[config.mk]
export PLATFORM = sky130hd
export DESIGN_NAME = core_fetch_flat
export DESIGN_NICKNAME = d
export VERILOG_FILES = /design/src/rtl/core_pkg.sv /design/src/rtl/core_fetch_if.sv /design/src/rtl/core_fetch_fifo.sv /design/src/rtl/core_fetch.sv /design/src/flat_wrapper.sv
export SDC_FILE = /design/constraint.sdc
export NUM_CORES = 1
export LEC_CHECK = 0
export BUFFER_PORTS_ARGS = -buffer_cell sky130_fd_sc_hd__buf_2
export CAP_MARGIN = 10
export CORE_AREA = 2 2 193 119
export CTS_BUF_LIST = sky130_fd_sc_hd__clkbuf_4 sky130_fd_sc_hd__clkbuf_8
export CTS_CLUSTER_DIAMETER = 60
export CTS_CLUSTER_SIZE = 10
export DETAILED_ROUTE_END_ITERATION = 8
export DIE_AREA = 0 0 195 121
export HOLD_SLACK_MARGIN = 0.03
export PLACE_DENSITY = 0.66
export SYNTH_ARGS = -nofsm -noshare
export SYNTH_HDL_FRONTEND = slang
export SYNTH_SLANG_ARGS = --single-unit
[constraint.sdc]
create_clock -name clk -period 9.2 [get_ports clk]
set_input_delay 0.92 -clock clk [delete_from_list [all_inputs] [get_ports clk]]
set_output_delay 0.92 -clock clk [all_outputs]
set_load 0.05 [all_outputs]
[src/rtl/core_pkg.sv]
// Shared types and constants for the instruction-fetch stage.
package core_pkg;

  localparam logic [31:0] INST_NOP = 32'h0000_0013;

  typedef enum logic [1:0] {
    BOOT,
    RUN,
    DRAIN
  } fetch_state_t;

  typedef struct packed {
    logic [31:0] inst;
    logic [31:0] pc;
    logic        fault;
  } fetch_entry_t;

endpackage

[src/rtl/core_fetch_if.sv]
// Instruction-memory request/response channel between fetch (master) and memory (slave).
interface core_fetch_if;

  logic        req_valid;
  logic        req_ready;
  logic [31:0] req_addr;
  logic        rsp_valid;
  logic [31:0] rsp_data;
  logic        rsp_err;

  modport master (
    output req_valid, req_addr,
    input  req_ready, rsp_valid, rsp_data, rsp_err
  );

  modport slave (
    input  req_valid, req_addr,
    output req_ready, rsp_valid, rsp_data, rsp_err
  );

endinterface

[src/rtl/core_fetch_fifo.sv]
// Small circular FIFO of fetched instructions; flush has priority over push.
module core_fetch_fifo
  import core_pkg::*;
#(
  parameter int DEPTH = 2
) (
  input  logic                       clk,
  input  logic                       rst_n,
  input  logic                       push,
  input  fetch_entry_t               wdata,
  input  logic                       pop,
  input  logic                       flush,
  output fetch_entry_t               head,
  output logic [$clog2(DEPTH+1)-1:0] count,
  output logic                       empty
);

  localparam int CW = $clog2(DEPTH + 1);
  localparam int PW = (DEPTH > 1) ? $clog2(DEPTH) : 1;

  fetch_entry_t    mem [DEPTH];
  logic [PW-1:0]   rd_ptr;
  logic [PW-1:0]   wr_ptr;
  logic [CW-1:0]   cnt;
  logic            do_push;
  logic            do_pop;

  function automatic logic [PW-1:0] next_ptr(input logic [PW-1:0] p);
    return (p == PW'(DEPTH - 1)) ? '0 : p + PW'(1);
  endfunction

  assign empty   = (cnt == '0);
  assign count   = cnt;
  assign head    = mem[rd_ptr];
  assign do_pop  = pop && !empty;
  assign do_push = push && ((cnt != CW'(DEPTH)) || do_pop);

  // NOTE: sequential state uses non-blocking assignments so every register samples pre-edge values.
  always_ff @(posedge clk or negedge rst_n) begin
    if (!rst_n) begin
      rd_ptr <= '0;
      wr_ptr <= '0;
      cnt    <= '0;
    end else if (flush) begin
      rd_ptr <= '0;
      wr_ptr <= '0;
      cnt    <= '0;
    end else begin
      if (do_push) wr_ptr <= next_ptr(wr_ptr);
      if (do_pop)  rd_ptr <= next_ptr(rd_ptr);
      cnt <= cnt + CW'(do_push) - CW'(do_pop);
    end
  end

  // NOTE: storage is not reset; validity is carried entirely by cnt, so stale words are never seen.
  always_ff @(posedge clk) begin
    if (do_push && !flush) mem[wr_ptr] <= wdata;
  end

endmodule

[src/rtl/core_fetch.sv]
// Fetch stage: owns the PC, issues credit-limited in-order requests, buffers and presents instructions.
module core_fetch
  import core_pkg::*;
#(
  parameter logic [31:0] RESET_PC = 32'h0000_0000,
  parameter int          DEPTH    = 2
) (
  input  logic               clk,
  input  logic               rst_n,
  core_fetch_if.master       imem,
  input  logic               redirect,
  input  logic [31:0]        redirect_pc,
  input  logic               stall,
  output logic [31:0]        inst,
  output logic [31:0]        inst_pc,
  output logic               inst_valid,
  output logic               inst_fault
);

  localparam int CW = $clog2(DEPTH + 1);

  fetch_state_t  state, state_nxt;
  logic [31:0]   pc, pc_nxt;
  logic [31:0]   rsp_pc, rsp_pc_nxt;
  logic [31:0]   last_pc;
  logic [CW-1:0] outstanding, outstanding_nxt;
  logic [CW-1:0] drop_cnt, drop_nxt;
  logic [CW-1:0] fifo_count;
  logic [CW:0]   credit_used;
  logic          accept, rsp, push, pop, empty;
  fetch_entry_t  head, wentry;

  assign credit_used     = {1'b0, outstanding} + {1'b0, fifo_count};
  assign imem.req_valid  = (state == RUN) && (credit_used < (CW+1)'(DEPTH));
  assign imem.req_addr   = pc;

  assign accept          = imem.req_valid && imem.req_ready;
  assign rsp             = imem.rsp_valid;
  assign outstanding_nxt = outstanding + CW'(accept) - CW'(rsp);

  // rsp_pc tracks the PC of the oldest live request, so responses need no per-request PC storage.
  assign push   = rsp && !redirect && (drop_cnt == '0);
  assign pop    = !empty && !stall;
  assign wentry = '{inst: imem.rsp_data, pc: rsp_pc, fault: imem.rsp_err};

  core_fetch_fifo #(.DEPTH(DEPTH)) u_fifo (
    .clk   (clk),
    .rst_n (rst_n),
    .push  (push),
    .wdata (wentry),
    .pop   (pop),
    .flush (redirect),
    .head  (head),
    .count (fifo_count),
    .empty (empty)
  );

  // NOTE: every always_comb output gets a default first so no path leaves a latch behind.
  always_comb begin
    state_nxt  = state;
    pc_nxt     = pc;
    rsp_pc_nxt = rsp_pc;
    drop_nxt   = drop_cnt;

    if (accept)                     pc_nxt     = pc + 32'd4;
    if (push)                       rsp_pc_nxt = rsp_pc + 32'd4;
    if (rsp && (drop_cnt != '0))    drop_nxt   = drop_cnt - CW'(1);

    case (state)
      BOOT:    state_nxt = RUN;
      DRAIN:   if (drop_nxt == '0) state_nxt = RUN;
      default: state_nxt = state;
    endcase

    // In DRAIN every outstanding request is stale, so one formula covers both RUN and DRAIN.
    if (redirect) begin
      pc_nxt     = redirect_pc & ~32'd3;
      rsp_pc_nxt = redirect_pc & ~32'd3;
      drop_nxt   = outstanding_nxt;
      state_nxt  = (outstanding_nxt != '0) ? DRAIN : RUN;
    end
  end

  always_ff @(posedge clk or negedge rst_n) begin
    if (!rst_n) begin
      state       <= BOOT;
      pc          <= RESET_PC;
      rsp_pc      <= RESET_PC;
      outstanding <= '0;
      drop_cnt    <= '0;
      last_pc     <= '0;
    end else begin
      state       <= state_nxt;
      pc          <= pc_nxt;
      rsp_pc      <= rsp_pc_nxt;
      outstanding <= outstanding_nxt;
      drop_cnt    <= drop_nxt;
      if (!empty) last_pc <= head.pc;
    end
  end

  assign inst_valid = !empty;
  assign inst       = empty ? INST_NOP : head.inst;
  assign inst_pc    = empty ? last_pc  : head.pc;
  assign inst_fault = !empty && head.fault;

endmodule

[src/flat_wrapper.sv]
// flat-port wrapper written by rule: the top's interface ports become plain ports
module core_fetch_flat import core_pkg::*;
#(
  parameter logic [31:0] RESET_PC = 32'h0000_0000,
  parameter int          DEPTH    = 2
)
  (clk, rst_n, redirect, redirect_pc, stall, inst, inst_pc, inst_valid, inst_fault, imem_req_valid, imem_req_addr, imem_req_ready, imem_rsp_valid, imem_rsp_data, imem_rsp_err);
  core_fetch_if imem_i ();
  input  logic clk;
  input  logic rst_n;
  input  logic redirect;
  input  logic [31:0] redirect_pc;
  input  logic stall;
  output logic [31:0] inst;
  output logic [31:0] inst_pc;
  output logic inst_valid;
  output logic inst_fault;
  output wire logic [$bits(imem_i.req_valid)-1:0] imem_req_valid;
  output wire logic [$bits(imem_i.req_addr)-1:0] imem_req_addr;
  input wire logic [$bits(imem_i.req_ready)-1:0] imem_req_ready;
  input wire logic [$bits(imem_i.rsp_valid)-1:0] imem_rsp_valid;
  input wire logic [$bits(imem_i.rsp_data)-1:0] imem_rsp_data;
  input wire logic [$bits(imem_i.rsp_err)-1:0] imem_rsp_err;
  assign imem_req_valid = imem_i.req_valid;
  assign imem_req_addr = imem_i.req_addr;
  assign imem_i.req_ready = imem_req_ready;
  assign imem_i.rsp_valid = imem_rsp_valid;
  assign imem_i.rsp_data = imem_rsp_data;
  assign imem_i.rsp_err = imem_rsp_err;
  core_fetch #(.RESET_PC(RESET_PC), .DEPTH(DEPTH)) u_core (.clk(clk), .rst_n(rst_n), .imem(imem_i), .redirect(redirect), .redirect_pc(redirect_pc), .stall(stall), .inst(inst), .inst_pc(inst_pc), .inst_valid(inst_valid), .inst_fault(inst_fault));
endmodule
==> results.ini <==
[run_status]
outcome = finished clean

[clock_tree]
numCtsBuffers = 26
cts_num_sinks = 228
clockBufferDepth = 3
path_clk_slew_ps = 80
cts_hold_buf = 0
cts_setup_buffers = 0
clock_latency_ps = 540
root_buffer = clkbuf_8
ctsResizeCount = 0
cts_tree = yes
cts_max_level = 1

[grt]
grt_max_degree = 96
first_global_vias = 5863
grt.total_usage = 0.1808
grt_first_pass_wirelength_mm = 33.38
antenna_found_initial = 1
overflow = 0

[detailed_routing]
vias = 6161
dr.pass1.iters = 5
routed_wl_mm = 21.17
route.met3.wl_mm = 1.443
wl_met1_mm = 11.69
drc = 0
wl_met2_mm = 7.771
drtAntennaViolNets = 0
viasPerCell = 5.134
drt-initial-drc-count = 373
drt-wirelength-per-cell_um = 17.64
routed.top_layer = met4

[floorplan]
coreArea_sq_mm = 0.02176
initial_utilization = 0.4454
fp-row-count = 42
num_io_pins = 170
die-width_um = 195
die_area_sq_mm = 0.02360
die_y_um = 121

[sta]
rsz0062_at_grt = no
max_freq_mhz = 279.6
period_share = 0.3888
fin_skew_ps = 11.00
final_max_slew_viol_count = 0
setup_viol = 0
worstMarginPinSlew_ps = 1153
worst_hold_slack_ps = 252.2
fin_setup_tns_ps = 0
maxSlewHeadroom = 0.2302
hold_viol = 0
layout_min_cycle_time_ps = 3577

[place]
place.detailed.hpwl_mm = 14.08
port_buffers = 165
dpl-instance-area_sq_mm = 0.01079
gp_congestion = 0.8217

[synth]
netlist_instances = 733
synth_xor_area_frac = 0.05242
synth_compound_area_frac = 0.04958
synth_top_family_by_area = simple AND/OR/NAND/NOR gates
yosysWarnings = 0
avgSynthCellArea_sq_um = 13.22
ys_seq_area_frac = 0.6538
synthArstFlopShare = 0.4474
ys_types = 42
synth_area_sq_mm = 0.009691
synth.mux.area_fraction = 0.1008
synth_fa_ha_area_frac = 0.009813
synthSimpleGateAreaFrac = 0.1144
synth_ff_type = edfxtp_1
synth_seq_cells = 228
synth_edf_count = 126

[finish]
postLayoutCellArea_sq_mm = 0.01130
drive_above_1_share = 0.2768
fin_nets = 975
final_cell_mix = buf_2, edfxtp_1, dfrtp_1
syn2layout_area_growth_pct = 16.62
insertedDiodeCount = 0
final_common_cell = buf_2

[power_and_ir_drop]
p_seq_frac = 0.409
ir_worst_vdd_mv = 0.1485
p_comb_frac = 0.384
p_int_w = 0.001890
p_clk_frac = 0.207
swShare = 0.4290
p_leak_nw = 4.440
power.density_mw_per_mm2 = 292.9
switching_power_w = 0.001420
power_w = 0.003310

[worst_setup_path]
rr_worst_depth = 7
end_kind = primary output
path_class = reg -> out
cp.arrival_ps = 2660
worst_ep_required_time_ps = 8280
cp_max_fo = 34
critPathLaunchType = register

[flow_run]
cap_violations = 0

[hold_path]
hold_class = in -> async

[worst max-delay path, cell delays in order, from the launching register on]
cell and delay (ps):
dfrtp_4 800, buf_4 600, mux2i_1 150, o21ai_0 250
buf_2 320
[registers in the layout, indices dropped and copies added (netlist names)]
signal and count:
u_core.last_pc 32, u_core.u_fifo.wr_ptr 1, u_core.drop_cnt 2, u_core.rsp_pc 30
u_core.u_fifo.count 2, u_core.state 2, u_core.imem.req_addr 30, u_core.outstanding 2
u_core.u_fifo.rd_ptr 1, u_core.u_fifo.mem 126
[cell type report]
cell class	instances	area, sq um
inverters	9	35.03
clock buffers	44	499.2
well taps	286	357.8
clock inverters	1	8.758
repair buffers	170	865.8
fillers	1957	10460
multi-input cells	462	3194
flip-flops and latches	228	6340
[layer usage]
layer,up-vias,GRT usage
met5,-,0
met4,0,0.03006
met2,211,0.2275
li1,2973,-
met3,24,0.03863
met1,2953,0.3104
[kinds of logic after synthesis]
kind of cell    count (synthesis)
compound gates                 82
xor+xnor                       58
fa+ha+maj                       7
buf+inv                        44
flops                         228
mux                            94
other cells                     1
simple gates                  219
[synth_stat cells, drive strengths merged (10+ instances only)]
cell	instances	area, sq um
nor2	48	180.2
nand2	59	221.5
a21oi	12	60.06
xor2	25	219.0
clkbuf	30	112.6
edfxtp	126	3784
and3	16	100.1
mux2i	65	650.6
nand2b	10	62.56
nand3	27	135.1
dfrtp	102	2552
xnor2	33	289.0
a21boi	13	97.59
nand4	21	146.4
o21ai	42	210.2
mux2	29	326.6
[final timing paths]
kind / to / startpoint / slack [ps]
max in group asynchronous: u_core.u_fifo.rd_ptr / rst_n / 7440
min reg2reg: u_core.last_pc[1] / u_core.last_pc[1] / 480
max: inst_pc[2] / u_core.u_fifo.rd_ptr / 5620
min: u_core.imem.req_addr[29] / rst_n / 250
min in group clk: u_core.last_pc[1] / u_core.last_pc[1] / 480
max reg2reg: u_core.imem.req_addr[25] / u_core.u_fifo.count[0] / 6150
[power groups by stage]
stage | clock network, W | registers [W] | logic, W
floorplan | 0 | 0.00139 | 0.000942
detailed placement | 0 | 0.00138 | 0.00128
global placement | 0 | 0.00137 | 0.00127
CTS | 0.000709 | 0.00135 | 0.00129
finish | 0.000685 | 0.00135 | 0.00127
global route | 0.000752 | 0.00137 | 0.00136
[per-stage QoR]
step	utilization	std cells	setup slack [ps]
floorplan	-	734	2669
global placement	0.4961	1155	6180
detailed placement	0.4961	1155	6120
CTS	0.5194	1200	5526
global route	0.5194	1200	5442
finish	0.5194	1200	5623
No activity file was read; power rests on OpenSTA's default activity.
